$ cat src/rtl/uart_byte_fifo_if.sv
//==============================================================================
// Module  : uart_byte_fifo_if
// Brief   : RX-capture / TX-handshake / status bundle for uart_byte_fifo.
// Rev     : 1.0 - initial release
//==============================================================================
`default_nettype none

interface uart_byte_fifo_if #(
    parameter int p_COUNT_W = 5
);
    logic                 i_Rx_State;
    logic [7:0]           i_Rx_Byte;
    logic [7:0]           o_Tx_Byte;
    logic                 o_Tx_Ready;
    logic                 i_Tx_Completed;
    logic [p_COUNT_W-1:0] o_Count;
    logic                 o_Empty;
    logic                 o_Full;
    logic                 o_Overflow;

    // master: the surrounding UART RX/TX logic; slave: the FIFO itself
    modport master (
        output i_Rx_State, i_Rx_Byte, i_Tx_Completed,
        input  o_Tx_Byte, o_Tx_Ready, o_Count, o_Empty, o_Full, o_Overflow
    );

    modport slave (
        input  i_Rx_State, i_Rx_Byte, i_Tx_Completed,
        output o_Tx_Byte, o_Tx_Ready, o_Count, o_Empty, o_Full, o_Overflow
    );
endinterface

`default_nettype wire

$ cat src/rtl/uart_byte_fifo.sv
//==============================================================================
// Module  : uart_byte_fifo
// Brief   : Elastic byte FIFO in the UART echo path; captures RX bytes on the
//           byte-valid rising edge and feeds TX via a Ready/Completed handshake.
//           Define UART_FIFO_OVERWRITE_EN to overwrite the oldest byte when full.
// Rev     : 1.0 - initial release
//==============================================================================
`default_nettype none

module uart_byte_fifo #(
    parameter int p_DEPTH_LOG2 = 4,
    parameter int p_COUNT_W    = p_DEPTH_LOG2 + 1
) (
    input  wire logic        i_Clk,
    input  wire logic        i_Reset,
    uart_byte_fifo_if.slave  fifo_if
);

    localparam int                   c_DEPTH_N = 1 << p_DEPTH_LOG2;
    localparam logic [p_COUNT_W-1:0] c_DEPTH   = p_COUNT_W'(c_DEPTH_N);

    typedef enum logic [1:0] {
        S_IDLE  = 2'd0,
        S_LOAD  = 2'd1,
        S_START = 2'd2,
        S_BUSY  = 2'd3
    } state_e;

    state_e                  r_state;
    state_e                  w_state_nxt;
    logic [7:0]              r_mem [0:c_DEPTH_N-1];
    logic [p_DEPTH_LOG2-1:0] r_wr_ptr;
    logic [p_DEPTH_LOG2-1:0] r_rd_ptr;
    logic [p_COUNT_W-1:0]    r_count;
    logic                    r_rx_prev;
    logic                    r_overflow;
    logic [7:0]              r_tx_byte;

    logic w_wr_en;
    logic w_load;
    logic w_full;
    logic w_wr_accept;
    logic w_wr_block;
    logic w_mem_we;
    logic w_rd_skip;

    assign w_wr_en     = fifo_if.i_Rx_State & ~r_rx_prev;
    assign w_load      = (r_state == S_LOAD);
    assign w_full      = (r_count == c_DEPTH);
    // A LOAD in the same cycle frees a slot, so a full FIFO can still accept
    assign w_wr_accept = w_wr_en & (~w_full | w_load);
    assign w_wr_block  = w_wr_en & w_full & ~w_load;

`ifdef UART_FIFO_OVERWRITE_EN
    assign w_mem_we  = w_wr_accept | w_wr_block;
    assign w_rd_skip = w_wr_block;
`else
    assign w_mem_we  = w_wr_accept;
    assign w_rd_skip = 1'b0;
`endif

    always_ff @(posedge i_Clk) begin
        if (w_mem_we) begin
            r_mem[r_wr_ptr] <= fifo_if.i_Rx_Byte;
        end
    end

    always_ff @(posedge i_Clk or posedge i_Reset) begin
        if (i_Reset) begin
            r_state    <= S_IDLE;
            r_wr_ptr   <= '0;
            r_rd_ptr   <= '0;
            r_count    <= '0;
            r_rx_prev  <= 1'b0;
            r_overflow <= 1'b0;
            r_tx_byte  <= 8'h00;
        end else begin
            r_state   <= w_state_nxt;
            r_rx_prev <= fifo_if.i_Rx_State;
            if (w_mem_we) begin
                r_wr_ptr <= r_wr_ptr + 1'b1;
            end
            if (w_load | w_rd_skip) begin
                r_rd_ptr <= r_rd_ptr + 1'b1;
            end
            if (w_load) begin
                r_tx_byte <= r_mem[r_rd_ptr];
            end
            if (w_wr_accept && !w_load) begin
                r_count <= r_count + 1'b1;
            end else if (!w_wr_accept && w_load) begin
                r_count <= r_count - 1'b1;
            end
            if (w_wr_block) begin
                r_overflow <= 1'b1;
            end
        end
    end

    always_comb begin
        w_state_nxt = r_state;
        unique case (r_state)
            S_IDLE:  if (r_count != '0) w_state_nxt = S_LOAD;
            S_LOAD:  w_state_nxt = S_START;
            S_START: w_state_nxt = S_BUSY;
            S_BUSY:  if (fifo_if.i_Tx_Completed) w_state_nxt = S_IDLE;
            default: w_state_nxt = S_IDLE;
        endcase
    end

    assign fifo_if.o_Tx_Byte  = r_tx_byte;
    assign fifo_if.o_Tx_Ready = (r_state == S_START);
    assign fifo_if.o_Count    = r_count;
    assign fifo_if.o_Empty    = (r_count == '0);
    assign fifo_if.o_Full     = w_full;
    assign fifo_if.o_Overflow = r_overflow;

endmodule

`default_nettype wire

$ cat src/flat_wrapper.sv
// flat-port wrapper written by rule: the top's interface ports become plain ports
module uart_byte_fifo_flat 
#(
    parameter int p_DEPTH_LOG2 = 4,
    parameter int p_COUNT_W    = p_DEPTH_LOG2 + 1
)
  (i_Clk, i_Reset, fifo_if_i_Rx_State, fifo_if_i_Rx_Byte, fifo_if_i_Tx_Completed, fifo_if_o_Tx_Byte, fifo_if_o_Tx_Ready, fifo_if_o_Count, fifo_if_o_Empty, fifo_if_o_Full, fifo_if_o_Overflow);
  uart_byte_fifo_if #(.p_COUNT_W(p_COUNT_W)) fifo_if_i ();
  input  wire logic i_Clk;
  input  wire logic i_Reset;
  input wire logic [$bits(fifo_if_i.i_Rx_State)-1:0] fifo_if_i_Rx_State;
  input wire logic [$bits(fifo_if_i.i_Rx_Byte)-1:0] fifo_if_i_Rx_Byte;
  input wire logic [$bits(fifo_if_i.i_Tx_Completed)-1:0] fifo_if_i_Tx_Completed;
  output wire logic [$bits(fifo_if_i.o_Tx_Byte)-1:0] fifo_if_o_Tx_Byte;
  output wire logic [$bits(fifo_if_i.o_Tx_Ready)-1:0] fifo_if_o_Tx_Ready;
  output wire logic [$bits(fifo_if_i.o_Count)-1:0] fifo_if_o_Count;
  output wire logic [$bits(fifo_if_i.o_Empty)-1:0] fifo_if_o_Empty;
  output wire logic [$bits(fifo_if_i.o_Full)-1:0] fifo_if_o_Full;
  output wire logic [$bits(fifo_if_i.o_Overflow)-1:0] fifo_if_o_Overflow;
  assign fifo_if_i.i_Rx_State = fifo_if_i_Rx_State;
  assign fifo_if_i.i_Rx_Byte = fifo_if_i_Rx_Byte;
  assign fifo_if_i.i_Tx_Completed = fifo_if_i_Tx_Completed;
  assign fifo_if_o_Tx_Byte = fifo_if_i.o_Tx_Byte;
  assign fifo_if_o_Tx_Ready = fifo_if_i.o_Tx_Ready;
  assign fifo_if_o_Count = fifo_if_i.o_Count;
  assign fifo_if_o_Empty = fifo_if_i.o_Empty;
  assign fifo_if_o_Full = fifo_if_i.o_Full;
  assign fifo_if_o_Overflow = fifo_if_i.o_Overflow;
  uart_byte_fifo #(.p_DEPTH_LOG2(p_DEPTH_LOG2), .p_COUNT_W(p_COUNT_W)) u_core (.i_Clk(i_Clk), .i_Reset(i_Reset), .fifo_if(fifo_if_i));
endmodule
$ cat config.mk
export PLATFORM = sky130hd
export DESIGN_NAME = uart_byte_fifo_flat
export DESIGN_NICKNAME = d
export VERILOG_FILES = /design/src/rtl/uart_byte_fifo_if.sv /design/src/rtl/uart_byte_fifo.sv /design/src/flat_wrapper.sv
export SDC_FILE = /design/constraint.sdc
export NUM_CORES = 1
export LEC_CHECK = 0
export CORE_ASPECT_RATIO = 0.8
export CORE_MARGIN = 2
export CORE_UTILIZATION = 66
export CTS_BUF_LIST = sky130_fd_sc_hd__clkbuf_4
export CTS_CLUSTER_DIAMETER = 80
export DETAILED_ROUTE_END_ITERATION = 10
export PLACE_DENSITY = 0.85
export SYNTH_ARGS = -nofsm -noshare
export SYNTH_HDL_FRONTEND = slang
export SYNTH_SLANG_ARGS = --single-unit
$ cat constraint.sdc
create_clock -name i_Clk -period 7.08 [get_ports i_Clk]
set_input_delay 1.416 -clock i_Clk [delete_from_list [all_inputs] [get_ports i_Clk]]
set_output_delay 1.416 -clock i_Clk [all_outputs]
set_load 0.02 [all_outputs]
==> results.cfg, run 1 <==
[outcome]
status = finished, violations left
violations = DRC

[job]
maxCapViolCount = 0

[grt]
globalRouteOverflowTotal = 0
antenna_found_initial = 0
grt_pass1_vias = 3313
grt_start_max_net_pins = 48
grt_use_total_pct = 24.5
grt_first_pass_wirelength_um = 18200

[pwr]
pwr-share-comb_pct = 34.7
vdd_drop_max_mv = 0.255
power_density_nw_per_um2 = 381
power.share.sequential_pct = 45.5
p_clk_share_pct = 19.8
switching_power_w = 0.000879
switching_share_pct = 33.6
p_leak_nw = 2.44
p_int_w = 0.00174

[critical_path]
cp-start-kind = register
arrival_ps = 2210
endpoint_kind = primary output
cp.required_ps = 5660
critPathMaxFanout = 5
slowest_delay_ps = 640
crit_path_top_delay_cell = clkdlybuf4s50_1
crit_chain = nor4_2 -> nor2b_1 -> clkdlybuf4s50_1
worstSetupPathType = register to primary output

[yosys]
syn_area_per_cell_um2 = 17.1
synth_area_um2 = 6280
netlist.area_leader.share_pct = 61.2
synth_adder_area_share_pct = 2.91
synth_simple_gate_area_share_pct = 6.08
synth_compound_area_share_pct = 3.35
synth_seq_area_share_pct = 71.2
yosys-mux-area-fraction_pct = 12.4
synthTopCellsByArea = edfxtp_1 (61%), dfrtp_1 (10%), mux4_2 (6.1%)
synth_common_cells = edfxtp_1 (128), mux2i_1 (37), dfrtp_1 (25), nor2_1 (22), mux4_2 (17)
synth-edff-count = 128
ys.flop_type = edfxtp_1
ys_ff_latch = 153
synth_xor_area_share_pct = 1.39
postSynthCellCount = 368
synth_top_area_cell = edfxtp_1
synth_top_family_by_area = multiplexers
yosys_warnings = 0
synth.distinct_cells = 36
synth_fp_nets = 394
yosysMostFrequentCell = edfxtp_1
async_flop_share_pct = 16.3

[finish]
drive_above_1_share_pct = 12.3
n_antenna_cell = 0
synthToLayoutAreaGrowth_pct = 9.51
nets = 428
nFillCells = 527
finalCoreUtilization_pct = 75.1

[clock_tree]
holdBufCountCts = 0
clock_latency_ps = 530
cts_tree = built
cts-htree-levels = 4
cts_buffers = 17
cts_resized = 0
cts-root-buf = clkbuf_4
cts_setup_buffers = 0
clk_path_buf_depth = 2
clock_sinks = 153
cts.clk_slew.worst_paths_ps = 120

[route]
vias = 3293
totalWireLength_um = 11700
drtIter0Drc = 349
route.detailed.drc = 1
viasPerCell = 6.21
ant_nets = 0
first_pass_iters = 9
wire_per_inst_um = 22.0

[floorplan]
start_util_pct = 68.6
die_w_um = 113
core_area_um2 = 9150
dieArea_um2 = 10300
pin_count = 29
rows = 31
die_y_um = 91.2

[timing]
setup-tns-final_ps = 0
fmax_mhz = 276
relSlewSlack_pct = 28.6
rsz0062_at_grt = false
drv_slew = 0
period_minus_slack_ps = 3630
worstMarginPinSlew_ps = 1070
fin_crit_sh_pct = 51.2
setup_violations = 0
finalHoldViolCount = 0
worst_clock_skew_ps = 15.1

[min_path]
hold_path.class = register to register

[placement]
gp_congestion = 0.863
hpwl_um = 7410
io_buffer_count = 28
## worst max-delay path, delay by kind of cell, from the launching register on
family	cells	cell delay (ps)
and+or+nand+nor	2	600
buffers and inverters	1	640
DFF	1	460
## cells by family (layout without fill, tap and decap cells)
family / Yosys count / after routing
AND/OR/NAND/NOR: 72 / 72
flip-flops: 153 / 153
AO/OA/AOI/OAI: 33 / 33
adder cells (fa/ha/maj): 14 / 14
XOR/XNOR: 10 / 10
buffers and inverters: 30 / 77
multiplexers: 56 / 56
## stage by stage
stage	hold slack (ps)	instances	setup slack, ps	instance area (um^2)	power (W)
floorplan	499	368	3920	6280	0.00185
global placement	454	498	3210	6600	0.00207
detailed placement	488	498	3100	6600	0.00211
CTS	515	530	3390	6880	0.00262
global route	516	530	3250	6880	0.00275
finish	509	530	3450	6880	0.00262
## power by group through the flow
stage               sequential (W)  combinational (W)  clock (W)
global route               0.00121           0.000985   0.000556
floorplan                  0.00122           0.000637          0
finish                     0.00119           0.000908   0.000519
CTS                        0.00119           0.000909   0.000524
global placement           0.00120           0.000871          0
detailed placement         0.00121           0.000904          0
## sequential cells by signal, indices dropped and copies added (netlist names)
register and flops:
u_core.r_rd_ptr 4, u_core.fifo_if.o_Count 5, u_core.r_rx_prev 1, u_core.r_mem 128, u_core.fifo_if.o_Overflow 1, u_core.fifo_if.o_Tx_Byte 8
u_core.r_wr_ptr 4, u_core.r_state 2
## worst paths after layout
| check | start | to | slack [ps] | cells past startpoint |
|---|---|---|---|---|
| worst max-delay path | u_core.fifo_if.o_Count[0] | fifo_if_o_Empty | 3450 | 3 |
| worst min-delay path | u_core.fifo_if.o_Overflow | u_core.fifo_if.o_Overflow | 510 | 1 |
| worst max register to register | u_core.r_state[1] | u_core.fifo_if.o_Count[4] | 3910 | 10 |
| worst min register to register | u_core.fifo_if.o_Overflow | u_core.fifo_if.o_Overflow | 510 | 1 |
| max in group asynchronous | i_Reset | u_core.r_rd_ptr[0] | 4970 | 2 |
| min in group asynchronous | i_Reset | u_core.r_wr_ptr[0] | 1430 | 2 |
## layout by cell type, fill, tap and decap left out, types with 3 or more instances in the layout
master	n
xnor2_1	7
xor2_1	3
o22ai_1	6
nor2b_1	8
inv_1	15
nor2_1	22
nor4_1	5
o32ai_1	5
o21ai_0	11
edfxtp_1	128
and2_1	12
mux4_2	17
ha_1	13
nand2_1	11
clkinv_1	7
bufinv_16	3
dfrtp_1	24
nor3_1	5
mux2i_1	37
a21oi_1	4
clkdlybuf4s50_1	28
clkbuf_4	18
clkinv_2	4
## area by class of cell
cell class                 count  area, um^2  share of cell area (%)
tap                          115         144                    2.09
clock inverter                14         136                    1.98
clock buffer                  18         135                    1.97
sequential                   153        4470                    65.0
inverter                      15        56.3                   0.819
multi-input combinational    185        1640                    23.8
timing repair buffer          30         295                    4.29
## layer usage
metal | global-route usage, % | wire length (um) | part of all wire (%) | vias up
met5 | 0 | 0 | 0 | -
met4 | 12.8 | 355 | 3.0 | 0
met3 | 5.41 | 888 | 7.6 | 33
met2 | 35.1 | 5450 | 47 | 145
met1 | 35.7 | 4970 | 43 | 1642
li1 | - | - | - | 1473
Note: power is estimated with default switching activity, not from simulation.
==> inputs of run 2 (changes only) <==
CORE_UTILIZATION = 56   (was 66)
PLACE_DENSITY = 0.77   (was 0.85)
clock period = 3.27 ns   (was 7.08 ns; I/O delays follow)
==> results.cfg, run 2 (synthesis results as in run 1) <==
[route]
totalWireLength_um = 11600
first_pass_iters = 5
wire_per_inst_um = 20.4
vias = 3238
viasPerCell = 5.69
route.detailed.drc = 0
drtIter0Drc = 332
ant_nets = 0

[floorplan]
die_w_um = 122
start_util_pct = 57.7
core_area_um2 = 10900
rows = 34
pin_count = 29
die_y_um = 98.7
dieArea_um2 = 12100

[finish]
largest_reg_flops = 128
drive_above_1_share_pct = 14.8
regMostFlops = u_core.r_mem
synthToLayoutAreaGrowth_pct = 11.4
n_antenna_cell = 0
finalCoreUtilization_pct = 64.2
final_common_cell = edfxtp_1
nFillCells = 801
layout_common_cells = edfxtp_1 (128), mux2i_1 (37), clkdlybuf4s50_1 (28)
nets = 438

[critical_path]
crit_family = buffers and inverters
slowest_delay_ps = 630
critPathMaxFanout = 5
cp_num_buf_inv = 1
cp-start-kind = register
crit_path_top_delay_cell = clkdlybuf4s50_1
crit_chain = nor4_2 -> nor2b_1 -> clkdlybuf4s50_1
cp.required_ps = 2620
worstSetupPathType = register to primary output
arrival_ps = 2170
endpoint_kind = primary output

[placement]
io_buffer_count = 28
hpwl_um = 7680
gp_congestion = 0.801

[timing]
drv_slew = 0
relSlewSlack_pct = 29.1
worstMarginPinSlew_ps = 1060
hold_ws_ps = 482
finalHoldViolCount = 0
fin_crit_sh_pct = 86.4
fmax_mhz = 354
worst_clock_skew_ps = 17.9
setup-tns-final_ps = 0
period_minus_slack_ps = 2820
rsz0062_at_grt = false
setup_violations = 0

[grt]
grt_pass1_vias = 3291
globalRouteOverflowTotal = 0
grt_first_pass_wirelength_um = 18500
grt_start_max_net_pins = 26
grt_use_total_pct = 21.4
antenna_found_initial = 0

[clock_tree]
cts.clk_slew.worst_paths_ps = 110
holdBufCountCts = 0
cts_tree = built
cts_buffers = 17
cts_setup_buffers = 0
cts-htree-levels = 4
clk_path_buf_depth = 2
clock_latency_ps = 510
cts_resized = 0
cts-root-buf = clkbuf_4
clock_sinks = 153

[pwr]
power_density_nw_per_um2 = 815
switching_power_w = 0.00188
p_int_w = 0.00382
pwr-share-comb_pct = 33.1
p_leak_nw = 2.49
power.share.sequential_pct = 47.2
p_clk_share_pct = 19.7
vdd_drop_max_mv = 0.391
switching_share_pct = 33.0

[outcome]
status = completed

[min_path]
hold_path.class = register to register

[job]
maxCapViolCount = 0
==> run 2: worst paths after layout <==
kind,slack (ps),cells after the start,endpoint,start
max,450,3,fifo_if_o_Empty,u_core.fifo_if.o_Count[0]
min,480,1,u_core.fifo_if.o_Overflow,u_core.fifo_if.o_Overflow
max reg2reg,620,10,u_core.fifo_if.o_Count[4],u_core.r_state[1]
min reg2reg,480,1,u_core.fifo_if.o_Overflow,u_core.fifo_if.o_Overflow
max in group asynchronous,1970,2,u_core.r_rd_ptr[0],i_Reset
min in group asynchronous,650,2,u_core.r_state[1],i_Reset
==> run 2: cell type report <==
cell class	count	area, um^2	share of cell area (%)
Clock buffer	19	143	2.04
Clock inverter	13	136	1.95
Inverter	15	56.3	0.805
Multi-Input combinational cell	185	1640	23.4
Sequential cell	153	4470	63.9
Tap cell	144	180	2.58
Timing Repair Buffer	40	370	5.30
==> run 2: metrics by stage <==
stage	cells	total power (W)	instance area, um^2	setup WS (ps)
floorplan	368	0.00402	6280	727
global placement	537	0.00458	6720	367
detailed placement	537	0.00462	6720	319
CTS	569	0.00574	6990	372
global route	569	0.00603	6990	236
finish	569	0.00570	6990	446
==> run 2: power groups by stage <==
| stage | logic, W | clock network, W | registers [W] |
|---|---|---|---|
| CTS | 0.00189 | 0.00115 | 0.00270 |
| global placement | 0.00185 | 0 | 0.00273 |
| floorplan | 0.00138 | 0 | 0.00264 |
| global route | 0.00205 | 0.00123 | 0.00274 |
| finish | 0.00189 | 0.00112 | 0.00269 |
| detailed placement | 0.00188 | 0 | 0.00274 |
==> run 2: worst register-to-register path, stage by stage (launching register included) <==
cell and delay, ps:
dfrtp_1 430, inv_1 100, ha_1 400, o21a_1 220, ha_1 230, inv_1 120
ha_1 340, a21o_1 190, a21oi_1 180, mux2i_1 240, xnor2_1 130
==> run 2: layer usage <==
metal  GRT usage [%]  share of wire [%]  up-vias
li1                -                  -     1493
met1            33.2                 44     1617
met2            31.2                 46      119
met3            4.51                9.5        9
met4            6.10               0.96        0
met5               0                  0        -
